**config.mk**
```make
export PLATFORM = sky130hd
export DESIGN_NAME = tube_ph_arbiter
export DESIGN_NICKNAME = d
export VERILOG_FILES = /design/src/rtl/tube_ph_arbiter.sv
export SDC_FILE = /design/constraint.sdc
export NUM_CORES = 1
export LEC_CHECK = 0
export BUFFER_PORTS_ARGS = -buffer_cell sky130_fd_sc_hd__clkbuf_2
export CAP_MARGIN = 30
export CORE_MARGIN = 3
export CORE_UTILIZATION = 45
export DETAILED_ROUTE_END_ITERATION = 7
export MAX_ROUTING_LAYER = met4
export PLACE_DENSITY = 0.81
export SYNTH_ARGS = -nofsm -noshare
export SYNTH_HDL_FRONTEND = slang
export SYNTH_SLANG_ARGS = --single-unit
```
**constraint.sdc**
```tcl
create_clock -name p_clk -period 3.9 [get_ports p_clk]
set_input_delay 0.39 -clock p_clk [delete_from_list [all_inputs] [get_ports p_clk]]
set_output_delay 0.39 -clock p_clk [all_outputs]
set_load 0.03 [all_outputs]
```
**src/rtl/tube_ph_arbiter.sv**
```systemverilog
// Round-robin write scheduler for the parasite-to-host Tube byte buffer.
// Drives the select/strobe cycle and waits for the host to take the byte before granting again.
module tube_ph_arbiter #(
  parameter int N_REQ       = 4,
  parameter int STROBE_CYC  = 2,
  parameter int ACK_TIMEOUT = 15
) (
  input  logic               p_clk,
  input  logic               p_rst,
  input  logic [N_REQ-1:0]   req_valid,
  input  logic [8*N_REQ-1:0] req_data,
  output logic [N_REQ-1:0]   req_ready,
  input  logic               p_full,
  output logic [7:0]         p_data,
  output logic               p_selectData,
  output logic               p_westb_b,
  output logic [2:0]         grant_id,
  output logic               busy,
  output logic               err_ack
);

  localparam logic [2:0] IDLE     = 3'd0;
  localparam logic [2:0] SETUP    = 3'd1;
  localparam logic [2:0] STROBE   = 3'd2;
  localparam logic [2:0] HOLD     = 3'd3;
  localparam logic [2:0] WAIT_ACK = 3'd4;

  localparam logic [2:0] RR_INIT = 3'(N_REQ - 1);

  logic [2:0]       state;
  logic [2:0]       rr_ptr;
  logic [3:0]       strobe_cnt;
  logic [7:0]       ack_cnt;
  logic             full_meta;
  logic             full_s;
  logic             win_found;
  logic [2:0]       win_idx;
  logic [3:0]       cand;
  logic [7:0]       win_byte;
  logic [N_REQ-1:0] grant_onehot;

  // Scan rr_ptr+1 .. rr_ptr+N_REQ (mod N_REQ) and take the first asserted request.
  always_comb begin
    win_found = 1'b0;
    win_idx   = 3'd0;
    cand      = 4'd0;
    for (int k = 1; k <= N_REQ; k++) begin
      cand = {1'b0, rr_ptr} + 4'(k);
      if (cand >= 4'(N_REQ)) cand = cand - 4'(N_REQ);
      for (int j = 0; j < N_REQ; j++) begin
        if (!win_found && req_valid[j] && cand == 4'(j)) begin
          win_found = 1'b1;
          win_idx   = 3'(j);
        end
      end
    end
  end

  always_comb begin
    win_byte     = 8'h00;
    grant_onehot = '0;
    for (int j = 0; j < N_REQ; j++) begin
      if (win_idx == 3'(j)) win_byte = req_data[8*j +: 8];
      if (grant_id == 3'(j)) grant_onehot[j] = 1'b1;
    end
  end

  always_ff @(posedge p_clk) begin
    if (p_rst) begin
      state        <= IDLE;
      rr_ptr       <= RR_INIT;
      strobe_cnt   <= 4'd0;
      ack_cnt      <= 8'd0;
      full_meta    <= 1'b1;
      full_s       <= 1'b1;
      p_data       <= 8'h00;
      p_selectData <= 1'b0;
      p_westb_b    <= 1'b1;
      req_ready    <= '0;
      grant_id     <= 3'd0;
      busy         <= 1'b0;
      err_ack      <= 1'b0;
    end else begin
      full_meta <= p_full;
      full_s    <= full_meta;
      req_ready <= '0;
      case (state)
        IDLE: begin
          if (!full_s && win_found) begin
            p_data       <= win_byte;
            grant_id     <= win_idx;
            p_selectData <= 1'b1;
            p_westb_b    <= 1'b1;
            busy         <= 1'b1;
            state        <= SETUP;
          end
        end
        SETUP: begin
          p_westb_b  <= 1'b0;
          strobe_cnt <= 4'd0;
          state      <= STROBE;
        end
        STROBE: begin
          if (strobe_cnt == 4'(STROBE_CYC - 1)) begin
            p_westb_b <= 1'b1;
            req_ready <= grant_onehot;
            state     <= HOLD;
          end else begin
            strobe_cnt <= strobe_cnt + 4'd1;
          end
        end
        HOLD: begin
          rr_ptr       <= grant_id;
          p_selectData <= 1'b0;
          ack_cnt      <= 8'd0;
          state        <= WAIT_ACK;
        end
        // Wait for the host to see the byte so the stale empty flag cannot trigger a second write.
        WAIT_ACK: begin
          if (full_s) begin
            busy  <= 1'b0;
            state <= IDLE;
          end else if (ack_cnt == 8'(ACK_TIMEOUT - 1)) begin
            err_ack <= 1'b1;
            busy    <= 1'b0;
            state   <= IDLE;
          end else begin
            ack_cnt <= ack_cnt + 8'd1;
          end
        end
        default: begin
          state        <= IDLE;
          busy         <= 1'b0;
          p_selectData <= 1'b0;
          p_westb_b    <= 1'b1;
        end
      endcase
    end
  end

endmodule

```
==> results of run 1 <==
## cell usage in the layout, fill, tap and decap left out, types with 3 or more instances in the layout
| cell | synthesis | final |
|---|---|---|
| a21oi_1 | 13 | 13 |
| o21bai_1 | 5 | 5 |
| nor3_1 | 9 | 9 |
| o21ai_0 | 5 | 5 |
| clkbuf_8 | 0 | 6 |
| clkbuf_2 | 0 | 56 |
| ha_1 | 4 | 4 |
| nand2_1 | 15 | 15 |
| a22oi_1 | 7 | 7 |
| dfxtp_1 | 37 | 37 |
| a211oi_1 | 3 | 3 |
| xor2_1 | 5 | 5 |
| inv_1 | 5 | 5 |
| xnor2_1 | 4 | 4 |
| o32ai_1 | 4 | 4 |
| nor2_1 | 40 | 40 |
| or2_2 | 5 | 5 |
| a221oi_1 | 4 | 4 |
| o21a_1 | 4 | 4 |
| nand3_1 | 4 | 4 |
| nand3b_1 | 3 | 3 |
| nand2b_1 | 3 | 3 |
| nor4_1 | 3 | 3 |
| nor3b_1 | 4 | 4 |
## final cells by class
type / instances / area (sq um)
inverters: 5 / 18.8
well taps: 50 / 62.6
repair buffers: 57 / 285
fillers: 373 / 1790
flip-flops and latches: 37 / 741
multi-input cells: 185 / 1180
clock buffers: 7 / 86.3
## metal layers
layer | GRT usage | vias to the layer above | share of wire
li1 | - | 971 | -
met1 | 0.271 | 864 | 0.46
met2 | 0.291 | 72 | 0.45
met3 | 0.0547 | 8 | 0.072
met4 | 0.0744 | 0 | 0.016
met5 | - | - | 0
## power breakdown
group / leakage (nW) / internal [W] / switching [W]
clock network: 0.0443 / 0.000140 / 0.000128
logic: 0.637 / 0.0000452 / 0.0000659
registers: 0.300 / 0.000388 / 0.0000103
total: 0.982 / 0.000574 / 0.000205
## sequential cells by signal, summed over array words and instances (netlist names)
name / count
ack_cnt: 8
p_data: 8
req_ready: 4
strobe_cnt: 4
state: 3
grant_id: 2
rr_ptr: 2
busy: 1
err_ack: 1
full_meta: 1
full_s: 1
p_selectData: 1
p_westb_b: 1
## through the flow
step	std cells	utilization	setup WS, ns	hold slack, ns	power, W
after detailed placement	334	0.549	1.95	0.401	0.000518
after CTS	341	0.570	2.00	0.264	0.000789
after global placement	333	0.548	1.83	0.393	0.000516
after floorplan	243	-	2.21	0.389	0.000483
final	341	0.570	1.98	0.277	0.000778
after global routing	341	0.570	1.81	0.278	0.000815
## how the worst max path moves through the flow
stage	start	endpoint	slack (ns)
6_report	rr_ptr[1]	p_data[2]	1.98
5_1_grt	state[2]	ack_cnt[1]	1.81
4_1_cts	state[0]	p_data[5]	2.00
3_5_place_dp	req_valid[1]	p_data[2]	1.95
3_3_place_gp	req_valid[1]	p_data[2]	1.83
2_1_floorplan	req_valid[2]	p_data[1]	2.21
## logic make-up (layout without fill, tap and decap cells)
logic type | count (synthesis) | count (layout) | share of synthesized area
xor gates and xnor gates | 9 | 9 | 0.0386
and+or+nand+nor | 104 | 104 | 0.262
adders and majority gates | 4 | 4 | 0.0245
AOI/OAI and AO/OA | 67 | 67 | 0.254
other | 1 | 1 | 0.00184
buffers and inverters | 21 | 69 | 0.0564
DFF | 37 | 37 | 0.363
==> results.py, run 1 <==
metrics = {
    "pwr": {
        "powerDensity_mw_per_mm2": 327,
        "power.leakage_nw": 0.982,
        "peakVddDrop_v": 0.000168,
    },
    "setup_path": {
        "max_stage_delay_ns": 0.52,
        "regToRegSetupSlack_ns": 1.98,
        "arrival_ns": 2.11,
        "crit_path_cell_trace": "inv_1 > o21ai_0 > o311a_1 > a221oi_1 > o32ai_1",
        "reg2reg_to": "p_data[2]",
        "crit_path_end_kind": "register",
        "cp_max_fo": 11,
        "critPathLaunchType": "register",
        "cp.buffers_inverters": 1,
        "cp.depth": 5,
        "worstReg2RegStart": "rr_ptr[1]",
        "worst-setup-path-type": "register to register",
        "cp.required_ns": 4.09,
        "path_delay_family": "compound AO/OA/AOI/OAI gates",
        "worstRegToRegCells": 5,
        "critPathSlowestCell": "dfxtp_1",
    },
    "synthesis": {
        "synth.most_common_cell": "nor2_1",
        "synth_warnings": 0,
        "ys_ff_latch": 37,
        "yosysTopAreaCell": "dfxtp_1",
        "syn_inst": 243,
        "ys_top_cells_by_count": "nor2_1, dfxtp_1, nand2_1, a21oi_1, nor3_1",
        "netlist.area_leader.share": 0.363,
        "synth_edf_count": 0,
        "synth.area.top_cells": "dfxtp_1, nor2_1, a21oi_1, nand2_1, a22oi_1",
        "yosys.cell_types.count": 56,
        "syn_area_sq_mm": 0.00204,
        "synth_area_per_cell_sq_um": 8.40,
        "async_flop_share": 0,
        "ys_seq_area_frac": 0.363,
        "synth_flop_cell": "dfxtp_1",
        "syn-num-nets": 286,
    },
    "route": {
        "viasPerCell": 5.62,
        "vias": 1915,
        "avgRoutedWirePerCell_um": 13.9,
        "drt_iter0_drc": 91,
        "ant_nets": 0,
        "wl_mm": 4.74,
        "firstDrtPassIters": 4,
        "drc": 0,
    },
    "floorplan": {
        "core_sq_mm": 0.00417,
        "die_y_um": 73.3,
        "fp.dieW_um": 73.3,
        "io_pins": 58,
        "fp.dieArea_sq_mm": 0.00538,
        "start_util": 0.489,
        "rows": 23,
    },
    "run": {
        "cap_violations": 0,
    },
    "clock_tree": {
        "cts_resized": 0,
        "clk_pin_slew_ns": 0.07,
        "postCtsSetupBuffers": 0,
        "cts_num_sinks": 37,
        "numCtsBuffers": 5,
        "htreeDepth": 2,
        "cts_hold_buf": 0,
        "root_buffer": "clkbuf_8",
        "clk_latency_ns": 0.29,
        "ctsLongestPathBuffers": 2,
        "tritoncts": "built",
    },
    "sta": {
        "final.setup.tns_ns": 0,
        "relSlewSlack": 0.610,
        "tightest_slew_ns": 0.584,
        "fmax_mhz": 521,
        "rsz0062_at_grt": "no",
        "finalSetupViolations": 0,
        "fin_crit_sh": 0.492,
        "post-route-min-period_ns": 1.92,
        "slew_viol_final": 0,
        "finalHoldViolations": 0,
        "fin_skew_ns": 0.00366,
    },
    "placement": {
        "routabilityCongestion": 0.832,
        "port_buffers": 56,
        "dpl_cell_area_sq_mm": 0.00229,
        "dpl.hpwl_mm": 3.58,
    },
    "cells_and_area": {
        "layout-drive-gt1-share": 0.278,
        "finalNetCount": 334,
        "design_area_sq_mm": 0.00238,
        "areaGrowthSynthToFinish_pct": 16.6,
        "antenna_cells": 0,
    },
    "grt": {
        "grt_pass1_vias": 1796,
        "grtUsageTotal": 0.202,
        "grt_pass1_wl_mm": 8.32,
        "antenna_found_initial": 0,
        "grt_max_degree": 30,
        "grt.overflow.total": 0,
    },
    "hold_path": {
        "min-delay-start": "p_full",
        "hold_path.class": "primary input to register",
        "min_delay_worst_endpoint": "full_meta",
        "whs_path_depth": 2,
    },
    "outcome": {
        "status": "finished clean",
    },
}
Power figures use the tool's default switching activity.
==> inputs of run 2 (changes only) <==
--- a/config.mk
+++ b/config.mk
@@ -11,7 +11,7 @@
 export CORE_UTILIZATION = 45
 export DETAILED_ROUTE_END_ITERATION = 7
 export MAX_ROUTING_LAYER = met4
-export PLACE_DENSITY = 0.81
+export PLACE_DENSITY = 0.83
 export SYNTH_ARGS = -nofsm -noshare
 export SYNTH_HDL_FRONTEND = slang
 export SYNTH_SLANG_ARGS = --single-unit
==> constraint.sdc (replaced) <==
create_clock -name p_clk -period 1.58 [get_ports p_clk]
set_input_delay 0.158 -clock p_clk [delete_from_list [all_inputs] [get_ports p_clk]]
set_output_delay 0.158 -clock p_clk [all_outputs]
set_load 0.03 [all_outputs]
==> run 2 against run 1 <==
Compared with the run above:
- the flow now finishes with violations (negative setup slack)
- via count grew 15%
- first-iteration DRC count grew 29%
- worst setup slack lost 2.1 ns
- sequential cell count is the same
- clock power grew 130%
- final cell count grew 12%
- worst hold slack lost 0.24 ns
- sequential power grew 150%
- global-route usage grew 1.8 points
==> results.py, run 2 (synthesis results as in run 1) <==
metrics = {
    "pwr": {
        "peakVddDrop_v": 0.000570,
        "power_w": 0.00197,
        "p_seq_frac": 0.498,
        "power.leakage_nw": 1.23,
        "intPower_w": 0.00141,
        "powerDensity_mw_per_mm2": 682,
        "p_switching_w": 0.000557,
        "pwr-share-clk": 0.315,
        "combPwrFrac": 0.188,
        "switching_share": 0.283,
    },
    "sta": {
        "final.setup.tns_ns": -0.187,
        "slew_viol_final": 0,
        "post-route-min-period_ns": 1.65,
        "rsz0062_at_grt": "yes",
        "finalHoldViolations": 0,
        "fin_crit_sh": 1.05,
        "fin_skew_ns": 0.00314,
        "setup_ws_ns": -0.0738,
        "fmax_mhz": 605,
        "finalSetupViolations": 5,
    },
    "floorplan": {
        "io_pins": 58,
        "core_sq_mm": 0.00417,
        "fp.dieArea_sq_mm": 0.00538,
        "die_y_um": 73.3,
        "start_util": 0.489,
        "rows": 23,
        "fp.dieW_um": 73.3,
    },
    "placement": {
        "placed_cells": 373,
        "dpl.hpwl_mm": 4.04,
        "pre_cts_slack_ns": -0.181,
        "routabilityCongestion": 0.843,
        "port_buffers": 56,
        "dpl_cell_area_sq_mm": 0.00259,
    },
    "setup_path": {
        "worstRegToRegCells": 5,
        "critPathLaunchType": "register",
        "max_stage_delay_ns": 0.56,
        "worstReg2RegStart": "ack_cnt[4]",
        "arrival_ns": 1.84,
        "crit_path_cell_trace": "or4_4 > o21a_4 > o2111ai_2 > xor2_1 > nor2_1",
        "cp_max_fo": 4,
        "cp.buffers_inverters": 0,
        "cp.depth": 5,
        "critPathSlowestCell": "or4_4",
        "crit_path_end_kind": "register",
        "worst-setup-path-type": "register to register",
        "cp.required_ns": 1.76,
        "path_delay_family": "simple AND/OR/NAND/NOR gates",
        "crit_start": "ack_cnt[4]",
    },
    "clock_tree": {
        "root_buffer": "clkbuf_8",
        "numCtsBuffers": 5,
        "ctsLongestPathBuffers": 2,
        "cts_num_sinks": 37,
        "tritoncts": "built",
        "htreeDepth": 2,
        "clk_latency_ns": 0.30,
        "clk_pin_slew_ns": 0.07,
    },
    "outcome": {
        "violations": "negative setup slack",
        "status": "complete, but fails checks",
    },
    "grt": {
        "grt.overflow.total": 0,
        "grt_pass1_vias": 2061,
        "grtUsageTotal": 0.220,
        "antenna_found_initial": 0,
        "grt_max_degree": 25,
        "grt_pass1_wl_mm": 9.01,
    },
    "cells_and_area": {
        "layout-drive-gt1-share": 0.465,
        "areaGrowthSynthToFinish_pct": 41.4,
        "design_area_sq_mm": 0.00289,
        "mostFrequentLayoutCells": "clkbuf_2, buf_4, nor2_1",
        "finalNetCount": 375,
        "reg_top3": "ack_cnt: 8 flops, p_data: 8 flops",
        "finalNonFillerCells": 381,
        "antenna_cells": 0,
        "final_common_cell": "clkbuf_2",
    },
    "hold_path": {
        "hold_path.class": "primary input to register",
        "min-delay-start": "p_full",
        "whs_path_depth": 2,
    },
    "route": {
        "firstDrtPassIters": 4,
        "vias": 2205,
        "avgRoutedWirePerCell_um": 15.7,
        "wl_mm": 5.97,
        "ant_nets": 0,
        "drt_iter0_drc": 117,
        "drc": 0,
        "viasPerCell": 5.79,
    },
    "run": {
        "cap_violations": 0,
    },
}
==> run 2: changes by cell type in the layout (fill, tap and decap cells not counted), sizes merged <==
cell,change
buf,+40
clkinv,+1
o311a,+1
clkbuf,-2
==> run 2: area by class of cell <==
class,instances,area (sq um)
tap,50,62.6
timing repair buffer,97,601
inverter,5,18.8
fill,341,1290
clock inverter,1,5.00
multi-input combinational,186,1380
sequential,37,748
clock buffer,5,68.8
==> run 2: layer usage <==
metal | share of wire | GRT usage | vias to the layer above
li1 | - | - | 1066
met1 | 0.40 | 0.256 | 1010
met2 | 0.49 | 0.376 | 106
met3 | 0.068 | 0.0438 | 23
met4 | 0.034 | 0.0744 | 0
met5 | 0 | - | -
==> run 2: stage by stage <==
stage                     hold slack (ns)  utilization
after detailed placement            0.347        0.620
after floorplan                     0.262            -
final                              0.0384        0.692
after CTS                          0.0460        0.650
after global routing               0.0419        0.692
after global placement              0.343        0.620
==> run 2: power by group through the flow <==
| stage | Combinational, W | Clock [W] | Sequential, W |
|---|---|---|---|
| after global placement | 0.000314 | 0 | 0.000999 |
| after global routing | 0.000401 | 0.000681 | 0.000982 |
| final | 0.000370 | 0.000620 | 0.000980 |
| after floorplan | 0.000157 | 0 | 0.00103 |
| after detailed placement | 0.000320 | 0 | 0.00100 |
| after CTS | 0.000327 | 0.000622 | 0.000978 |
==> run 2: what timing repair did <==
item / 4_1_cts / 5_1_grt
setup endpoints to repair: 16 / 25
hold buffers: 0 / 0
gates cloned: 0 / 1
buffers inserted: 0 / 1
hold endpoints to repair: 0 / 0
pin swaps: 5 / 6
gates resized for setup: 13 / 33
==> run 2: path summary, 6_finish.rpt <==
path	to	slack (ns)
hold reg to reg	full_s	0.43
hold / removal	full_meta	0.04
setup / recovery	ack_cnt[4]	-0.07
setup reg to reg	ack_cnt[4]	-0.07
==> run 2: worst register-to-register path: cells and delay by family (launching register included) <==
| kind | cells | cell delay (ns) |
|---|---|---|
| flops | 1 | 0.32 |
| compound gates | 2 | 0.43 |
| simple gates | 2 | 0.62 |
| xor+xnor | 1 | 0.17 |
==> inputs of run 3 (changes only) <==
--- a/config.mk
+++ b/config.mk
@@ -8,10 +8,10 @@
 export BUFFER_PORTS_ARGS = -buffer_cell sky130_fd_sc_hd__clkbuf_2
 export CAP_MARGIN = 30
 export CORE_MARGIN = 3
-export CORE_UTILIZATION = 45
+export CORE_UTILIZATION = 47
 export DETAILED_ROUTE_END_ITERATION = 7
 export MAX_ROUTING_LAYER = met4
-export PLACE_DENSITY = 0.83
+export PLACE_DENSITY = 0.86
 export SYNTH_ARGS = -nofsm -noshare
 export SYNTH_HDL_FRONTEND = slang
 export SYNTH_SLANG_ARGS = --single-unit
==> constraint.sdc (replaced) <==
create_clock -name p_clk -period 1.58 [get_ports p_clk]
set_input_delay 0.395 -clock p_clk [delete_from_list [all_inputs] [get_ports p_clk]]
set_output_delay 0.395 -clock p_clk [all_outputs]
set_load 0.03 [all_outputs]
==> run 3 against run 2 <==
Compared with the run above:
- the flow still finishes with violations (negative setup slack)
- routed wire length increased by 0.74%
- critical path depth unchanged
- via count up 1.2%
- non-clock buffer count grew 10
- worst hold slack better by 0.25 ns
- critical path type unchanged
- highest routed layer unchanged
==> results.py, run 3 (synthesis results as in run 1) <==
metrics = {
    "sta": {
        "finalSetupViolations": 4,
        "tightest_slew_ns": 0.501,
        "slew_viol_final": 0,
        "post-route-min-period_ns": 1.63,
        "rsz0062_at_grt": "yes",
        "finalHoldViolations": 0,
        "fin_skew_ns": 0.00771,
        "setup_ws_ns": -0.0490,
        "fmax_mhz": 614,
        "relSlewSlack": 0.663,
        "fin_crit_sh": 1.03,
    },
    "placement": {
        "port_buffers": 56,
        "dpl_cell_area_sq_mm": 0.00270,
        "dpl.hpwl_mm": 4.15,
        "pre_cts_slack_ns": -0.394,
        "routabilityCongestion": 0.911,
        "placed_cells": 380,
    },
    "clock_tree": {
        "cts_num_sinks": 37,
        "clk_latency_ns": 0.29,
        "tritoncts": "built",
        "ctsLongestPathBuffers": 2,
        "htreeDepth": 2,
        "clk_pin_slew_ns": 0.07,
        "numCtsBuffers": 5,
        "root_buffer": "clkbuf_8",
    },
    "route": {
        "firstDrtPassIters": 4,
        "vias": 2231,
        "wl_mm": 6.02,
        "avgRoutedWirePerCell_um": 15.3,
        "viasPerCell": 5.68,
        "drc": 0,
        "drt_iter0_drc": 91,
        "ant_nets": 0,
    },
    "cells_and_area": {
        "final_common_cell": "clkbuf_2",
        "fillers": 269,
        "fin_util": 0.736,
        "finalNetCount": 385,
        "design_area_sq_mm": 0.00301,
        "antenna_cells": 0,
        "areaGrowthSynthToFinish_pct": 47.4,
        "mostFrequentLayoutCells": "clkbuf_2, buf_4, nor2_1",
        "reg_top3": "ack_cnt: 8 flops, p_data: 8 flops",
        "layout-drive-gt1-share": 0.475,
        "finalNonFillerCells": 393,
    },
    "pwr": {
        "power.leakage_nw": 1.29,
        "peakVddDrop_v": 0.000533,
        "powerDensity_mw_per_mm2": 667,
        "power_w": 0.00201,
    },
    "setup_path": {
        "crit_start": "ack_cnt[4]",
        "worst-setup-path-type": "register to register",
        "crit_path_end_kind": "register",
        "cp_max_fo": 4,
        "critPathLaunchType": "register",
        "arrival_ns": 1.81,
        "cp.required_ns": 1.76,
        "worstReg2RegStart": "ack_cnt[4]",
    },
    "grt": {
        "grt.overflow.total": 0,
        "grt_pass1_wl_mm": 9.29,
        "grt_max_degree": 12,
        "grt_pass1_vias": 2189,
        "antenna_found_initial": 0,
        "grtUsageTotal": 0.232,
    },
    "floorplan": {
        "rows": 23,
        "fp.dieArea_sq_mm": 0.00517,
        "io_pins": 58,
        "core_sq_mm": 0.00409,
        "fp.dieW_um": 71.9,
        "start_util": 0.499,
        "die_y_um": 71.9,
    },
    "outcome": {
        "status": "complete, but fails checks",
        "violations": "negative setup slack",
    },
    "run": {
        "cap_violations": 0,
    },
    "hold_path": {
        "hold_path.class": "primary input to register",
        "min-delay-start": "p_full",
    },
}
## run 3: worst max-delay path, stage by stage, from the launching register on
cell       delay (ns)
dfxtp_1          0.31
or4_4            0.56
o21a_4           0.23
o2111ai_2        0.18
xor2_1           0.18
nor2_1           0.05
## run 3: where the power goes
group          internal [W]  leakage, nW  total (W)  switching, W
Combinational      0.000180        0.945   0.000394      0.000214
Clock              0.000305       0.0450   0.000634      0.000329
Sequential         0.000957        0.301   0.000978     0.0000206
## run 3: area by class of cell
class / instances / area [sq um] / share of cell area
flip-flops and latches: 37 / 748 / 0.249
inverters: 5 / 18.8 / 0.00624
clock inverters: 2 / 10.0 / 0.00333
clock buffers: 6 / 72.6 / 0.0241
well taps: 50 / 62.6 / 0.0208
multi-input cells: 186 / 1400 / 0.465
repair buffers: 107 / 698 / 0.232
## run 3: worst paths after layout
| path | endpoint | slack, ns | depth (start not counted) |
|---|---|---|---|
| worst max-delay path | ack_cnt[6] | -0.05 | 5 |
| worst min-delay path | full_meta | 0.28 | 2 |
| worst max register to register | ack_cnt[6] | -0.05 | 5 |
| worst min register to register | full_s | 0.43 | 1 |
## run 3: timing repair
action | CTS | global route
cloned | 0 | 1
hold buffers | 0 | 0
pin swaps | 4 | 8
setup endpoints to repair | 20 | 25
setup buffers | 3 | 1
resized for setup | 9 | 29
## run 3: per-stage QoR
| step | TNS (ns) | hold WS, ns |
|---|---|---|
| 6_report | -0.177 | 0.284 |
| 3_5_place_dp | -3.14 | 0.409 |
| 2_1_floorplan | -0.347 | 0.389 |
| 5_1_grt | -1.11 | 0.281 |
| 3_3_place_gp | -1.99 | 0.403 |
| 4_1_cts | -0.108 | 0.279 |
## run 3: routing by layer
layer | vias up | routed length, um | GRT usage
met4 | 0 | 198 | 0.0939
met1 | 1040 | 2560 | 0.266
met2 | 95 | 2890 | 0.400
li1 | 1075 | - | -
met3 | 21 | 367 | 0.0416
met5 | - | 0 | -
